===== src/rtl/acia_pkg.sv =====
// acia_pkg: shared constants, enums and payload types for the ACIA responder.
//   Register-select addresses, STATUS/CTRL bit indices, TX/RX state encodings,
//   oversampling ratio and the received-byte payload struct.
package acia_pkg;

    localparam int unsigned DW         = 8;
    localparam int unsigned OVERSAMPLE = 16;
    localparam int unsigned OS_W       = $clog2(OVERSAMPLE);
    localparam int unsigned BIT_W      = $clog2(DW);

    localparam logic [OS_W-1:0]  OS_LAST  = OS_W'(OVERSAMPLE - 1);
    localparam logic [OS_W-1:0]  OS_MID   = OS_W'(OVERSAMPLE / 2 - 1);
    localparam logic [BIT_W-1:0] BIT_LAST = BIT_W'(DW - 1);

    localparam logic [1:0] RS_DATA   = 2'd0;
    localparam logic [1:0] RS_STATUS = 2'd1;
    localparam logic [1:0] RS_CTRL   = 2'd2;
    localparam logic [1:0] RS_DIV    = 2'd3;

    localparam int unsigned ST_RX_FULL  = 0;
    localparam int unsigned ST_TX_EMPTY = 1;
    localparam int unsigned ST_OVR      = 2;
    localparam int unsigned ST_FERR     = 3;
    localparam int unsigned ST_IRQ      = 7;

    localparam int unsigned CTRL_RX_IE = 0;
    localparam int unsigned CTRL_TX_IE = 1;
    localparam int unsigned CTRL_LOOP  = 2;

    typedef enum logic [1:0] {TX_IDLE, TX_START, TX_DATA, TX_STOP} tx_state_e;
    typedef enum logic [1:0] {RX_IDLE, RX_START, RX_DATA, RX_STOP} rx_state_e;

    typedef struct packed {
        logic          ferr;
        logic [DW-1:0] data;
    } acia_rx_byte_t;

endpackage


===== src/rtl/acia_rx_core.sv =====
// acia_rx_core: 8N1 receiver with 2-flop synchroniser, start validation,
//   mid-bit sampling and a one-cycle delivery pulse.
// Ports: fst_clk/res_n clock and async reset; soft_rst_i drops any partial frame;
//   tick_i oversample tick; rxd_i serial line; valid_o 1-cycle strobe with rx_o
//   {ferr, data}.
module acia_rx_core
    import acia_pkg::*;
(
    input  logic          fst_clk,
    input  logic          res_n,
    input  logic          soft_rst_i,
    input  logic          tick_i,
    input  logic          rxd_i,
    output logic          valid_o,
    output acia_rx_byte_t rx_o
);

    logic [1:0]       sync_q;
    logic             rx_s;
    rx_state_e        state_q, state_d;
    logic [OS_W-1:0]  os_q, os_d;
    logic [BIT_W-1:0] bit_q, bit_d;
    logic [DW-1:0]    shift_q, shift_d;
    logic             valid_q, valid_d;
    acia_rx_byte_t    rx_q, rx_d;

    assign rx_s    = sync_q[1];
    assign valid_o = valid_q;
    assign rx_o    = rx_q;

    // Next-state: start checked at half a bit, then one sample per bit period.
    always_comb begin
        state_d = state_q;
        os_d    = os_q;
        bit_d   = bit_q;
        shift_d = shift_q;
        rx_d    = rx_q;
        valid_d = 1'b0;
        if (tick_i) begin
            case (state_q)
                RX_IDLE: begin
                    if (!rx_s) begin
                        state_d = RX_START;
                        os_d    = '0;
                    end
                end
                RX_START: begin
                    if (os_q == OS_MID) begin
                        os_d    = '0;
                        bit_d   = '0;
                        state_d = rx_s ? RX_IDLE : RX_DATA;
                    end else begin
                        os_d = os_q + OS_W'(1);
                    end
                end
                RX_DATA: begin
                    if (os_q == OS_LAST) begin
                        os_d    = '0;
                        shift_d = {rx_s, shift_q[DW-1:1]};
                        bit_d   = bit_q + BIT_W'(1);
                        if (bit_q == BIT_LAST) state_d = RX_STOP;
                    end else begin
                        os_d = os_q + OS_W'(1);
                    end
                end
                RX_STOP: begin
                    if (os_q == OS_LAST) begin
                        os_d      = '0;
                        state_d   = RX_IDLE;
                        valid_d   = 1'b1;
                        rx_d.data = shift_q;
                        rx_d.ferr = ~rx_s;
                    end else begin
                        os_d = os_q + OS_W'(1);
                    end
                end
                default: state_d = RX_IDLE;
            endcase
        end
        if (soft_rst_i) begin
            state_d = RX_IDLE;
            os_d    = '0;
            bit_d   = '0;
            valid_d = 1'b0;
        end
    end

    // State register; synchroniser resets to the idle (mark) level.
    always_ff @(posedge fst_clk or negedge res_n) begin
        if (!res_n) begin
            sync_q  <= '1;
            state_q <= RX_IDLE;
            os_q    <= '0;
            bit_q   <= '0;
            shift_q <= '0;
            valid_q <= 1'b0;
            rx_q    <= '0;
        end else begin
            sync_q  <= {sync_q[0], rxd_i};
            state_q <= state_d;
            os_q    <= os_d;
            bit_q   <= bit_d;
            shift_q <= shift_d;
            valid_q <= valid_d;
            rx_q    <= rx_d;
        end
    end

endmodule


===== src/rtl/acia_responder.sv =====
// acia_responder: phi2-qualified 6502 bus UART (8N1) with one TX and one RX byte
//   buffer, programmable baud tick and active-low interrupt.
// Ports: fst_clk/res_n clock and async active-low reset; phi2, rw_n, cs_n, rs,
//   data_in CPU bus; data_out combinational read data (0 when deselected);
//   irq_n registered interrupt; txd serial out; rxd serial in.
// Config: ACIA_LOOPBACK_EN enables CTRL bit2 internal TX->RX loop.
module acia_responder
    import acia_pkg::*;
#(
    parameter logic [DW-1:0] DIV_RST = 8'd26
) (
    input  logic          fst_clk,
    input  logic          res_n,
    input  logic          phi2,
    input  logic          rw_n,
    input  logic          cs_n,
    input  logic [1:0]    rs,
    input  logic [DW-1:0] data_in,
    output logic [DW-1:0] data_out,
    output logic          irq_n,
    output logic          txd,
    input  logic          rxd
);

    logic             phi2_q;
    logic             commit_c, wr_c, rd_c, soft_rst_c, tick_c;
    logic [DW-1:0]    cnt_q, cnt_d, div_q, div_d;
    logic             rx_ie_q, rx_ie_d, tx_ie_q, tx_ie_d;
    logic             loop_q, loop_d;
    logic [DW-1:0]    tx_hold_q, tx_hold_d, rx_data_q, rx_data_d;
    logic             tx_empty_q, tx_empty_d, rx_full_q, rx_full_d;
    logic             ovr_q, ovr_d, ferr_q, ferr_d;
    tx_state_e        tx_state_q, tx_state_d;
    logic [OS_W-1:0]  tx_os_q, tx_os_d;
    logic [BIT_W-1:0] tx_bit_q, tx_bit_d;
    logic [DW-1:0]    tx_shift_q, tx_shift_d;
    logic             tx_line_q, tx_line_d, txd_q, txd_d, irq_n_q, irq_n_d;
    logic             rx_line_c, rx_valid;
    acia_rx_byte_t    rx_byte;
    logic [DW-1:0]    status_c;

    // One commit per phi2 cycle, on the sampled falling edge.
    assign commit_c   = phi2_q & ~phi2 & ~cs_n;
    assign wr_c       = commit_c & ~rw_n;
    assign rd_c       = commit_c & rw_n;
    assign soft_rst_c = wr_c & (rs == RS_STATUS);
    assign tick_c     = (cnt_q == div_q);

`ifdef ACIA_LOOPBACK_EN
    always_ff @(posedge fst_clk or negedge res_n) begin
        if (!res_n) loop_q <= 1'b0;
        else        loop_q <= loop_d;
    end
`else
    assign loop_q = 1'b0;
    assign loop_d = 1'b0;
`endif

    assign rx_line_c = loop_q ? tx_line_q : rxd;

    acia_rx_core u_rx (
        .fst_clk    (fst_clk),
        .res_n      (res_n),
        .soft_rst_i (soft_rst_c),
        .tick_i     (tick_c),
        .rxd_i      (rx_line_c),
        .valid_o    (rx_valid),
        .rx_o       (rx_byte)
    );

    // Bus side effects, RX delivery and TX FSM next-state.
    always_comb begin
        cnt_d      = tick_c ? '0 : cnt_q + DW'(1);
        div_d      = div_q;
        rx_ie_d    = rx_ie_q;
        tx_ie_d    = tx_ie_q;
`ifdef ACIA_LOOPBACK_EN
        loop_d     = loop_q;
`endif
        tx_hold_d  = tx_hold_q;
        tx_empty_d = tx_empty_q;
        rx_data_d  = rx_data_q;
        rx_full_d  = rx_full_q;
        ovr_d      = ovr_q;
        ferr_d     = ferr_q;
        tx_state_d = tx_state_q;
        tx_os_d    = tx_os_q;
        tx_bit_d   = tx_bit_q;
        tx_shift_d = tx_shift_q;

        if (wr_c) begin
            case (rs)
                RS_DATA: begin
                    if (tx_empty_q) begin
                        tx_hold_d  = data_in;
                        tx_empty_d = 1'b0;
                    end
                end
                RS_CTRL: begin
                    rx_ie_d = data_in[CTRL_RX_IE];
                    tx_ie_d = data_in[CTRL_TX_IE];
`ifdef ACIA_LOOPBACK_EN
                    loop_d  = data_in[CTRL_LOOP];
`endif
                end
                RS_DIV: begin
                    div_d = data_in;
                    cnt_d = '0;
                end
                default: ;
            endcase
        end

        if (rd_c && (rs == RS_DATA)) rx_full_d = 1'b0;
        if (rd_c && (rs == RS_STATUS)) begin
            ovr_d  = 1'b0;
            ferr_d = 1'b0;
        end

        // A delivery coinciding with a DATA read refills the buffer cleanly.
        if (rx_valid) begin
            if (!rx_full_q || (rd_c && (rs == RS_DATA))) begin
                rx_data_d = rx_byte.data;
                rx_full_d = 1'b1;
            end else begin
                ovr_d = 1'b1;
            end
            if (rx_byte.ferr) ferr_d = 1'b1;
        end

        if (tick_c) begin
            case (tx_state_q)
                TX_IDLE: begin
                    if (!tx_empty_q) begin
                        tx_shift_d = tx_hold_q;
                        tx_empty_d = 1'b1;
                        tx_os_d    = '0;
                        tx_state_d = TX_START;
                    end
                end
                TX_START: begin
                    if (tx_os_q == OS_LAST) begin
                        tx_os_d    = '0;
                        tx_bit_d   = '0;
                        tx_state_d = TX_DATA;
                    end else begin
                        tx_os_d = tx_os_q + OS_W'(1);
                    end
                end
                TX_DATA: begin
                    if (tx_os_q == OS_LAST) begin
                        tx_os_d    = '0;
                        tx_shift_d = {1'b0, tx_shift_q[DW-1:1]};
                        tx_bit_d   = tx_bit_q + BIT_W'(1);
                        if (tx_bit_q == BIT_LAST) tx_state_d = TX_STOP;
                    end else begin
                        tx_os_d = tx_os_q + OS_W'(1);
                    end
                end
                TX_STOP: begin
                    if (tx_os_q == OS_LAST) begin
                        tx_os_d = '0;
                        // Pending byte follows the stop bit with no idle gap.
                        if (!tx_empty_q) begin
                            tx_shift_d = tx_hold_q;
                            tx_empty_d = 1'b1;
                            tx_state_d = TX_START;
                        end else begin
                            tx_state_d = TX_IDLE;
                        end
                    end else begin
                        tx_os_d = tx_os_q + OS_W'(1);
                    end
                end
                default: tx_state_d = TX_IDLE;
            endcase
        end

        if (soft_rst_c) begin
            tx_state_d = TX_IDLE;
            tx_os_d    = '0;
            tx_bit_d   = '0;
            tx_empty_d = 1'b1;
            rx_full_d  = 1'b0;
            ovr_d      = 1'b0;
            ferr_d     = 1'b0;
        end

        case (tx_state_d)
            TX_START: tx_line_d = 1'b0;
            TX_DATA:  tx_line_d = tx_shift_d[0];
            default:  tx_line_d = 1'b1;
        endcase
        txd_d   = tx_line_d | loop_d;
        irq_n_d = ~((rx_ie_d & rx_full_d) | (tx_ie_d & tx_empty_d));
    end

    // Register file, tick counter and TX state.
    always_ff @(posedge fst_clk or negedge res_n) begin
        if (!res_n) begin
            phi2_q     <= 1'b0;
            cnt_q      <= '0;
            div_q      <= DIV_RST;
            rx_ie_q    <= 1'b0;
            tx_ie_q    <= 1'b0;
            tx_hold_q  <= '0;
            tx_empty_q <= 1'b1;
            rx_data_q  <= '0;
            rx_full_q  <= 1'b0;
            ovr_q      <= 1'b0;
            ferr_q     <= 1'b0;
            tx_state_q <= TX_IDLE;
            tx_os_q    <= '0;
            tx_bit_q   <= '0;
            tx_shift_q <= '0;
            tx_line_q  <= 1'b1;
            txd_q      <= 1'b1;
            irq_n_q    <= 1'b1;
        end else begin
            phi2_q     <= phi2;
            cnt_q      <= cnt_d;
            div_q      <= div_d;
            rx_ie_q    <= rx_ie_d;
            tx_ie_q    <= tx_ie_d;
            tx_hold_q  <= tx_hold_d;
            tx_empty_q <= tx_empty_d;
            rx_data_q  <= rx_data_d;
            rx_full_q  <= rx_full_d;
            ovr_q      <= ovr_d;
            ferr_q     <= ferr_d;
            tx_state_q <= tx_state_d;
            tx_os_q    <= tx_os_d;
            tx_bit_q   <= tx_bit_d;
            tx_shift_q <= tx_shift_d;
            tx_line_q  <= tx_line_d;
            txd_q      <= txd_d;
            irq_n_q    <= irq_n_d;
        end
    end

    assign irq_n = irq_n_q;
    assign txd   = txd_q;

    // Read mux.
    always_comb begin
        status_c              = '0;
        status_c[ST_RX_FULL]  = rx_full_q;
        status_c[ST_TX_EMPTY] = tx_empty_q;
        status_c[ST_OVR]      = ovr_q;
        status_c[ST_FERR]     = ferr_q;
        status_c[ST_IRQ]      = ~irq_n_q;
        data_out              = '0;
        if (!cs_n) begin
            case (rs)
                RS_DATA:   data_out = rx_data_q;
                RS_STATUS: data_out = status_c;
                RS_CTRL:   data_out = {5'b0, loop_q, tx_ie_q, rx_ie_q};
                default:   data_out = div_q;
            endcase
        end
    end

endmodule


===== config.mk =====
export PLATFORM = sky130hd
export DESIGN_NAME = acia_responder
export DESIGN_NICKNAME = d
export VERILOG_FILES = /design/src/rtl/acia_pkg.sv /design/src/rtl/acia_rx_core.sv /design/src/rtl/acia_responder.sv
export SDC_FILE = /design/constraint.sdc
export NUM_CORES = 1
export LEC_CHECK = 0
export CAP_MARGIN = 10
export CORE_AREA = 2 2 107 109
export DETAILED_ROUTE_END_ITERATION = 10
export DIE_AREA = 0 0 109 111
export GPL_ROUTABILITY_DRIVEN = 0
export PLACE_DENSITY = 0.6
export SLEW_MARGIN = 20
export SYNTH_ARGS = -nofsm -noshare
export SYNTH_HDL_FRONTEND = slang
export SYNTH_SLANG_ARGS = --single-unit

===== constraint.sdc =====
create_clock -name fst_clk -period 2.45 [get_ports fst_clk]
set_input_delay 0.735 -clock fst_clk [delete_from_list [all_inputs] [get_ports fst_clk]]
set_output_delay 0.735 -clock fst_clk [all_outputs]
set_load 0.01 [all_outputs]

==> results.cfg, run 1 <==
[sta]
worstMarginPinSlew_ns = 0.413
setup_violations = 0
fin_crit_sh = 0.976
finalHoldViolCount = 0
rsz0062_at_grt = no
finClkSkew_ns = 0.00704
finalMaxSlewViolations = 0
relSlewSlack = 0.725
timing.final.crit_period_ns = 2.39
max_freq_mhz = 418

[run]
max_cap_viol_count = 0

[power_and_ir_drop]
total_power_mw = 4.34
leakage_nw = 2.34
peakVddDrop_mv = 0.465
power_density_nw_per_um2 = 850

[floorplan]
rows = 39
initial_utilization = 0.383
die_y_um = 111
die_area_um2 = 12100
ios = 26
core-area_um2 = 11100
fp.dieW_um = 109

[cts]
cts_root_buffer = clkbuf_16
cts.clk_slew.worst_paths_ns = 0.06
tritoncts = done
htree_levels = 3
clock_latency_ns = 0.34
clock-sinks = 87
numCtsBuffers = 9
cts_buffer_depth = 2

[synthesis]
synth_seq_area_share = 0.515
synth_edf_count = 0
yosys-top-cells-count = dfrtp_1, nor2_1, mux2_2
yosys.area.top_type = dfrtp_1
yosys.cell_count.top_type = dfrtp_1
yosys_register_bits = 87
synthTopCellsByArea = dfrtp_1, mux2_2, dfstp_2
synth_ff_type = dfrtp_1
async_reset_ff_frac = 1.00
synth.top_cell.area_share = 0.465
ys_types = 58
synth_nets = 398
synth_area_per_cell_um2 = 11.4
yosys_warnings = 0
netlist_instances = 371
synth_area_um2 = 4250

[worst_setup_path]
critPathRequiredTime_ns = 1.71
path_class = in2out
endpoint_kind = output port
worstPathArrival_ns = 1.66
worstPathMaxFanout = 3
critPathLaunchType = input port

[detailed_routing]
dr.pass1.iters = 4
drtAntennaViolNets = 0
drt-initial-drc-count = 124
vias_per_cell = 5.20
wire_per_inst_um = 15.7
wirelength_um = 8790
num_vias = 2914
drc_errors = 0

[placed_design]
portBuffers = 25
dp_hpwl_um = 6470
dpl.cell_count = 544
place_area_um2 = 4780

[global_route]
antenna_found_initial = 0
grt_pass1_wl_um = 15000
grt_pass1_vias = 2909
grt_usage = 0.160
overflow = 0
grt_max_degree = 38

[cells_and_area]
diodes = 0
fin_cells = 560
final_layout_size_suffix_gt1_frac = 0.278
finish.instance_area_um2 = 5100
syn2layout_area_growth_pct = 20.1
nNetsFinal = 439
fin_util = 0.460

[worst_hold_path]
hold_path.class = in2async

[outcome]
status = complete, no violations
cells by family (layout without fill, tap and decap cells):
logic type	count (synthesis)	count (layout)	synth area share
XOR/XNOR	16	16	0.0330
buffers and inverters	25	71	0.0339
AO/OA/AOI/OAI	69	69	0.115
adder cells (fa/ha/maj)	11	11	0.0324
AND/OR/NAND/NOR	114	114	0.137
flip-flops	87	87	0.515
multiplexers	49	49	0.134
power by group:
part           total (mW)  switching [mW]  internal [mW]
sequential           1.89           0.245           1.65
combinational       0.990           0.519          0.471
clock                1.46           0.562          0.894
area by class of cell:
type	count	area, um^2
well taps	143	179
inverters	8	30.0
clock buffers	9	225
multi-input cells	259	1950
fillers	1010	5980
clock inverters	7	95.1
repair buffers	47	438
flip-flops and latches	87	2190
registers in the layout, summed over array words and instances, names as in the netlist:
register,cells
u_rx.rx_o,9
cnt_q,8
div_q,8
rx_data_q,8
tx_hold_q,8
tx_shift_q,8
u_rx.shift_q,8
tx_os_q,4
u_rx.os_q,4
tx_bit_q,3
u_rx.bit_q,3
tx_state_q,2
u_rx.state_q,2
u_rx.sync_q,2
ferr_q,1
irq_n,1
ovr_q,1
phi2_q,1
rx_full_q,1
rx_ie_q,1
tx_empty_q,1
tx_ie_q,1
txd,1
u_rx.valid_o,1
critical path, stage by stage:
cell     delay [ns]
buf_4          0.11
mux4_2         0.49
nor2b_2        0.17
buf_2          0.15
metrics by stage:
step           worst slack [ns]  setup TNS (ns)  hold slack [ns]
6_report                 0.0587               0            0.305
5_1_grt                  0.0210               0            0.332
4_1_cts                 -0.0560         -0.0664            0.313
3_5_place_dp             -0.764          -14.14            0.347
3_3_place_gp             -0.748          -12.80            0.346
2_1_floorplan             0.146               0            0.345
worst paths after layout:
path                                     startpoint                       end  slack, ns  cells after the start
min in group fst_clk       u_rx.sync_q[0]$_DFF_PN1_  u_rx.sync_q[1]$_DFF_PN1_       0.36                      0
min                                           res_n      div_q[5]$_DFFE_PN0P_       0.31                      1
max                                           rs[0]               data_out[0]       0.06                      4
max in group asynchronous                     res_n             txd$_DFF_PN1_       1.46                      2
max reg2reg                  tx_os_q[0]$_DFFE_PN0P_             txd$_DFF_PN1_       0.37                      7
min reg2reg                u_rx.sync_q[0]$_DFF_PN1_  u_rx.sync_q[1]$_DFF_PN1_       0.36                      0
cells in the final DEF (no fill, tap or decap), types with 4 or more instances in the layout:
cell             netlist  final
nor2b_1                6      4
xor2_1                 5      5
ha_1                  11     11
and3_1                 4      4
xnor2_1               11     11
inv_1                  8      8
clkdlybuf4s50_1        0     13
nand3_1               11     11
a22oi_1               17     15
nand4_1                4      4
mux2i_1                5      5
nor3_1                 4      4
buf_12                 0      4
clkbuf_2               0      4
clkbuf_16              0      9
dfstp_2                8      8
nand2_1               21     21
buf_4                  1     18
mux2_2                40     40
dfrtp_1               79     79
nor2_1                46     45
a21oi_1                9      9
o21ai_0               18     18
layer usage:
metal | routed length (um) | track usage
met2 | 4160 | 0.241
met1 | 4250 | 0.229
met5 | 0 | 0
met3 | 174 | 0.0235
met4 | 209 | 0.0709
what timing repair did:
action,CTS,global route
endpoints found under the setup margin,8,8
hold buffers,0,0
buffers inserted,0,0
gates cloned,0,0
endpoints found under the hold margin,0,0
gates resized for setup,28,17
(Power assumes the default switching activity.)
==> run 2, diff against run 1 <==
MAX_ROUTING_LAYER = met4   (was default)
==> run 2 against run 1 <==
Wire length barely moved. Clock-buffer cell count did not move. Design area did not move. Sequential power barely moved. Setup slack improved by 0.0034 ns. First-iteration DRC count rose by 0.81%. Maximum frequency rose by 0.14%. Cell count did not move. Combinational power barely moved.
==> results.cfg, run 2 (same netlist as run 1, synthesis figures left out) <==
[worst_setup_path]
path_class = in2out
critPathLaunchType = input port
endpoint_kind = output port
crit_chain = buf_4 -> mux4_2 -> nor2b_2 -> buf_2
worstPathMaxFanout = 3
worstPathArrival_ns = 1.65
cp_slowest_cell = mux4_2
critPathMaxStageDelay_ns = 0.48
critPathRequiredTime_ns = 1.71

[sta]
setup_violations = 0
timing.final.crit_period_ns = 2.39
whs_ns = 0.309
rsz0062_at_grt = no
max_freq_mhz = 419
finClkSkew_ns = 0.00690
finalMaxSlewViolations = 0
fin_crit_sh = 0.975
finalHoldViolCount = 0
worstMarginPinSlew_ns = 0.403
relSlewSlack = 0.732

[cells_and_area]
final_common_cell = dfrtp_1
largest_reg_flops = 9
fin_util = 0.460
nNetsFinal = 439
diodes = 0
syn2layout_area_growth_pct = 20.1
final_cell_mix = dfrtp_1, nor2_1, mux2_2, nand2_1
fillers = 1010
final_layout_size_suffix_gt1_frac = 0.278

[cts]
htree_levels = 3
numCtsBuffers = 9
cts.clk_slew.worst_paths_ns = 0.06
cts_buffer_depth = 2
tritoncts = done
clock_latency_ns = 0.34
clock-sinks = 87
cts_root_buffer = clkbuf_16
cts_hold_buffers = 0

[outcome]
status = complete, no violations

[global_route]
grt_usage = 0.165
overflow = 0
grt_pass1_wl_um = 15000
grt_max_degree = 38
grt_pass1_vias = 2914
antenna_found_initial = 0

[floorplan]
fp.dieW_um = 109
ios = 26
die_area_um2 = 12100
initial_utilization = 0.383
die_y_um = 111
rows = 39
core-area_um2 = 11100

[power_and_ir_drop]
power_density_nw_per_um2 = 850
peakVddDrop_mv = 0.463
leakage_nw = 2.34

[detailed_routing]
dr.pass1.iters = 5
drtAntennaViolNets = 0
drc_errors = 0
num_vias = 2916
met3_length_um = 203
topRoutingLayerUsed = met4
wirelength_um = 8790
drt-initial-drc-count = 125
vias_per_cell = 5.21
wl_met2_um = 4180
wl_met1_um = 4200
wire_per_inst_um = 15.7

[run]
max_cap_viol_count = 0

[placed_design]
dp_hpwl_um = 6470
portBuffers = 25

[worst_hold_path]
hold_path.class = in2async
[run 2: area by class of cell]
| class | count | area (um^2) | share of cell area |
|---|---|---|---|
| clock inverters | 7 | 95.1 | 0.0186 |
| repair buffers | 47 | 438 | 0.0859 |
| well taps | 143 | 179 | 0.0351 |
| flip-flops and latches | 87 | 2190 | 0.429 |
| multi-input cells | 259 | 1950 | 0.382 |
| inverters | 8 | 30.0 | 0.00589 |
| clock buffers | 9 | 225 | 0.0442 |
[run 2: worst max-delay path: cells and delay by family]
kind	cells	cell delay [ns]
buffers and inverters	2	0.26
muxes	1	0.48
and+or+nand+nor	1	0.17
[run 2: path summary, 6_finish.rpt]
| kind | startpoint | endpoint | slack (ns) | cells past startpoint |
|---|---|---|---|---|
| min in group fst_clk | u_rx.sync_q[0]$_DFF_PN1_ | u_rx.sync_q[1]$_DFF_PN1_ | 0.36 | 0 |
| max in group asynchronous | res_n | txd$_DFF_PN1_ | 1.46 | 2 |
| hold / removal | res_n | div_q[5]$_DFFE_PN0P_ | 0.31 | 1 |
| hold reg to reg | u_rx.sync_q[0]$_DFF_PN1_ | u_rx.sync_q[1]$_DFF_PN1_ | 0.36 | 0 |
| setup / recovery | rs[0] | data_out[0] | 0.06 | 4 |
| setup reg to reg | tx_os_q[0]$_DFFE_PN0P_ | txd$_DFF_PN1_ | 0.38 | 7 |
[run 2: repair_timing]
| item | CTS | global route |
|---|---|---|
| setup endpoints to repair | 8 | 8 |
| setup buffers | 0 | 0 |
| resized for setup | 28 | 17 |
| hold endpoints to repair | 0 | 0 |
[run 2: stage by stage]
step | setup TNS, ns | instance area [um^2] | power [mW] | cells | setup slack (ns)
finish | 0 | 5100 | 4.33 | 560 | 0.0621
global route | 0 | 5100 | 4.60 | 560 | 0.0210
CTS | -0.0664 | 5090 | 4.38 | 560 | -0.0560
detailed placement | -14.14 | 4780 | 2.91 | 544 | -0.764
global placement | -12.80 | 4780 | 2.87 | 544 | -0.748
floorplan | 0 | 4250 | 2.61 | 371 | 0.146
[run 2: routing by layer]
layer | vias to the layer above | global-route usage
li1 | 1406 | -
met1 | 1456 | 0.229
met2 | 40 | 0.240
met3 | 14 | 0.0235
met4 | 0 | 0.0709
met5 | - | -
[run 2: power by group]
part	switching, mW	internal [mW]	leakage [nW]
Sequential	0.244	1.65	1.14
Combinational	0.518	0.471	1.04
Clock	0.561	0.894	0.156
==> run 3, diff against run 2 <==
clock period = 2.9 ns   (was 2.45 ns; I/O delays follow)
==> run 3 against run 2 <==
Register-to-register slack better by 0.14 ns. Non-clock buffer count is 4 lower. Via count stayed put. Clock power fell by 13%. Global-route usage is 0.11 points higher. Clock-buffer cell count stayed put. Critical endpoint unchanged.
==> results.cfg, run 3 (same netlist as run 1, synthesis figures left out) <==
[outcome]
status = complete, no violations

[detailed_routing]
drc_errors = 0
wirelength_um = 8790
topRoutingLayerUsed = met4
num_vias = 2916
met3_length_um = 187
drtAntennaViolNets = 0
drt-initial-drc-count = 205
vias_per_cell = 5.24
wl_met1_um = 4190
wl_met2_um = 4260
wire_per_inst_um = 15.8
dr.pass1.iters = 5

[cells_and_area]
largest_reg_flops = 9
syn2layout_area_growth_pct = 19.5
fillers = 1033
final_cell_mix = dfrtp_1, nor2_1, mux2_2, nand2_1, o21ai_0
final_common_cell = dfrtp_1
finish.instance_area_um2 = 5080
final_layout_size_suffix_gt1_frac = 0.259
ff_latch_area_um2 = 2190
multi_input_area_um2 = 1940
nNetsFinal = 435
diodes = 0

[cts]
htree_levels = 3
cts_buffer_depth = 2
cts_root_buffer = clkbuf_16
tritoncts = done
cts_hold_buffers = 0
cts.clk_slew.worst_paths_ns = 0.06
clock_latency_ns = 0.34
numCtsBuffers = 9
clock-sinks = 87

[global_route]
grt_pass1_wl_um = 15200
grt_pass1_vias = 3055
grt_max_degree = 70
overflow = 0
antenna_found_initial = 0
grt_usage = 0.166

[worst_setup_path]
setup.worst_path.start = rs[1]
endpoint_kind = output port
crit_chain = clkdlybuf4s15_2 -> buf_6 -> mux4_2 -> nor2b_2 -> dlygate4sd2_1
worstPathArrival_ns = 1.99
critPathBufInv = 3
critPathRequiredTime_ns = 2.03
critPathLaunchType = input port
crit_family = buffers and inverters
cp_slowest_cell = dlygate4sd2_1
worstPathMaxFanout = 6
critPathMaxStageDelay_ns = 0.29
worstReg2RegStart = div_q[4]$_DFFE_PN1P_
path_class = in2out

[sta]
finalMaxSlewViolations = 0
setup_violations = 0
timing.final.crit_period_ns = 2.86
fin_crit_sh = 0.987
finClkSkew_ns = 0.00692
max_freq_mhz = 349
finalSetupTns_ns = 0
finalHoldViolCount = 0
relSlewSlack = 0.616
worstMarginPinSlew_ns = 0.572
rsz0062_at_grt = no

[floorplan]
ios = 26
initial_utilization = 0.383
die_area_um2 = 12100
fp.dieW_um = 109
rows = 39
die_y_um = 111
core-area_um2 = 11100

[placed_design]
dp_hpwl_um = 6330
portBuffers = 25
place_area_um2 = 4730

[worst_hold_path]
hold_path.class = reg2reg
hp-start = u_rx.sync_q[0]$_DFF_PN1_

[power_and_ir_drop]
power_density_nw_per_um2 = 726
peakVddDrop_mv = 0.378
leakage_nw = 2.34

[run]
max_cap_viol_count = 0
[run 3: cell types whose count changed in the layout (fill, tap and decap cells not counted), sizes merged]
| cell | before | now |
|---|---|---|
| buf | 27 | 20 |
| dlygate4sd2 | 1 | 8 |
| clkbuf | 13 | 10 |
| clkdlybuf4s15 | 2 | 1 |
| clkinv | 3 | 4 |
| clkinvlp | 1 | 0 |
[run 3: timing repair]
| action | in CTS | in global routing |
|---|---|---|
| endpoints found under the setup margin | 8 | 6 |
| buffers inserted | 0 | 0 |
| gates resized for setup | 21 | 6 |
[run 3: final cells by class]
cell class	count	area share
tap	143	0.0352
timing repair buffer	43	0.0799
clock inverter	7	0.0210
inverter	8	0.00592
clock buffer	9	0.0444
multi-input combinational	259	0.383
sequential	87	0.431
[run 3: per-layer routing]
metal | GRT usage | up-vias
met4 | 0.0692 | 0
met3 | 0.0235 | 9
met5 | - | -
met1 | 0.218 | 1459
met2 | 0.256 | 43
li1 | - | 1405
[run 3: power by group]
group          total [mW]  leakage, nW  internal [mW]  switching, mW
clock                1.26        0.162          0.766          0.497
sequential           1.59         1.14           1.39          0.204
combinational       0.825         1.04          0.386          0.439
total                3.68         2.34           2.54           1.14
[run 3: final timing paths]
| check | slack, ns | depth (start not counted) | end |
|---|---|---|---|
| max reg2reg | 0.52 | 6 | u_rx.rx_o[4]$_DFFE_PN0P_ |
| max in group asynchronous | 1.82 | 2 | tx_empty_q$_DFF_PN1_ |
| min in group asynchronous | 0.40 | 1 | div_q[5]$_DFFE_PN0P_ |
| min | 0.36 | 0 | u_rx.sync_q[1]$_DFF_PN1_ |
| max | 0.04 | 5 | data_out[0] |
| min reg2reg | 0.36 | 0 | u_rx.sync_q[1]$_DFF_PN1_ |
[run 3: stage by stage]
step                utilization  instances  worst slack (ns)  hold WS [ns]  power (mW)
floorplan                     -        371             0.326         0.345        2.20
global placement          0.427        540            -0.601         0.347        2.41
detailed placement        0.427        540            -0.608         0.352        2.44
CTS                       0.457        556            0.0177         0.361        3.71
global route              0.458        556           0.00827         0.363        3.92
finish                    0.458        556            0.0385         0.360        3.68
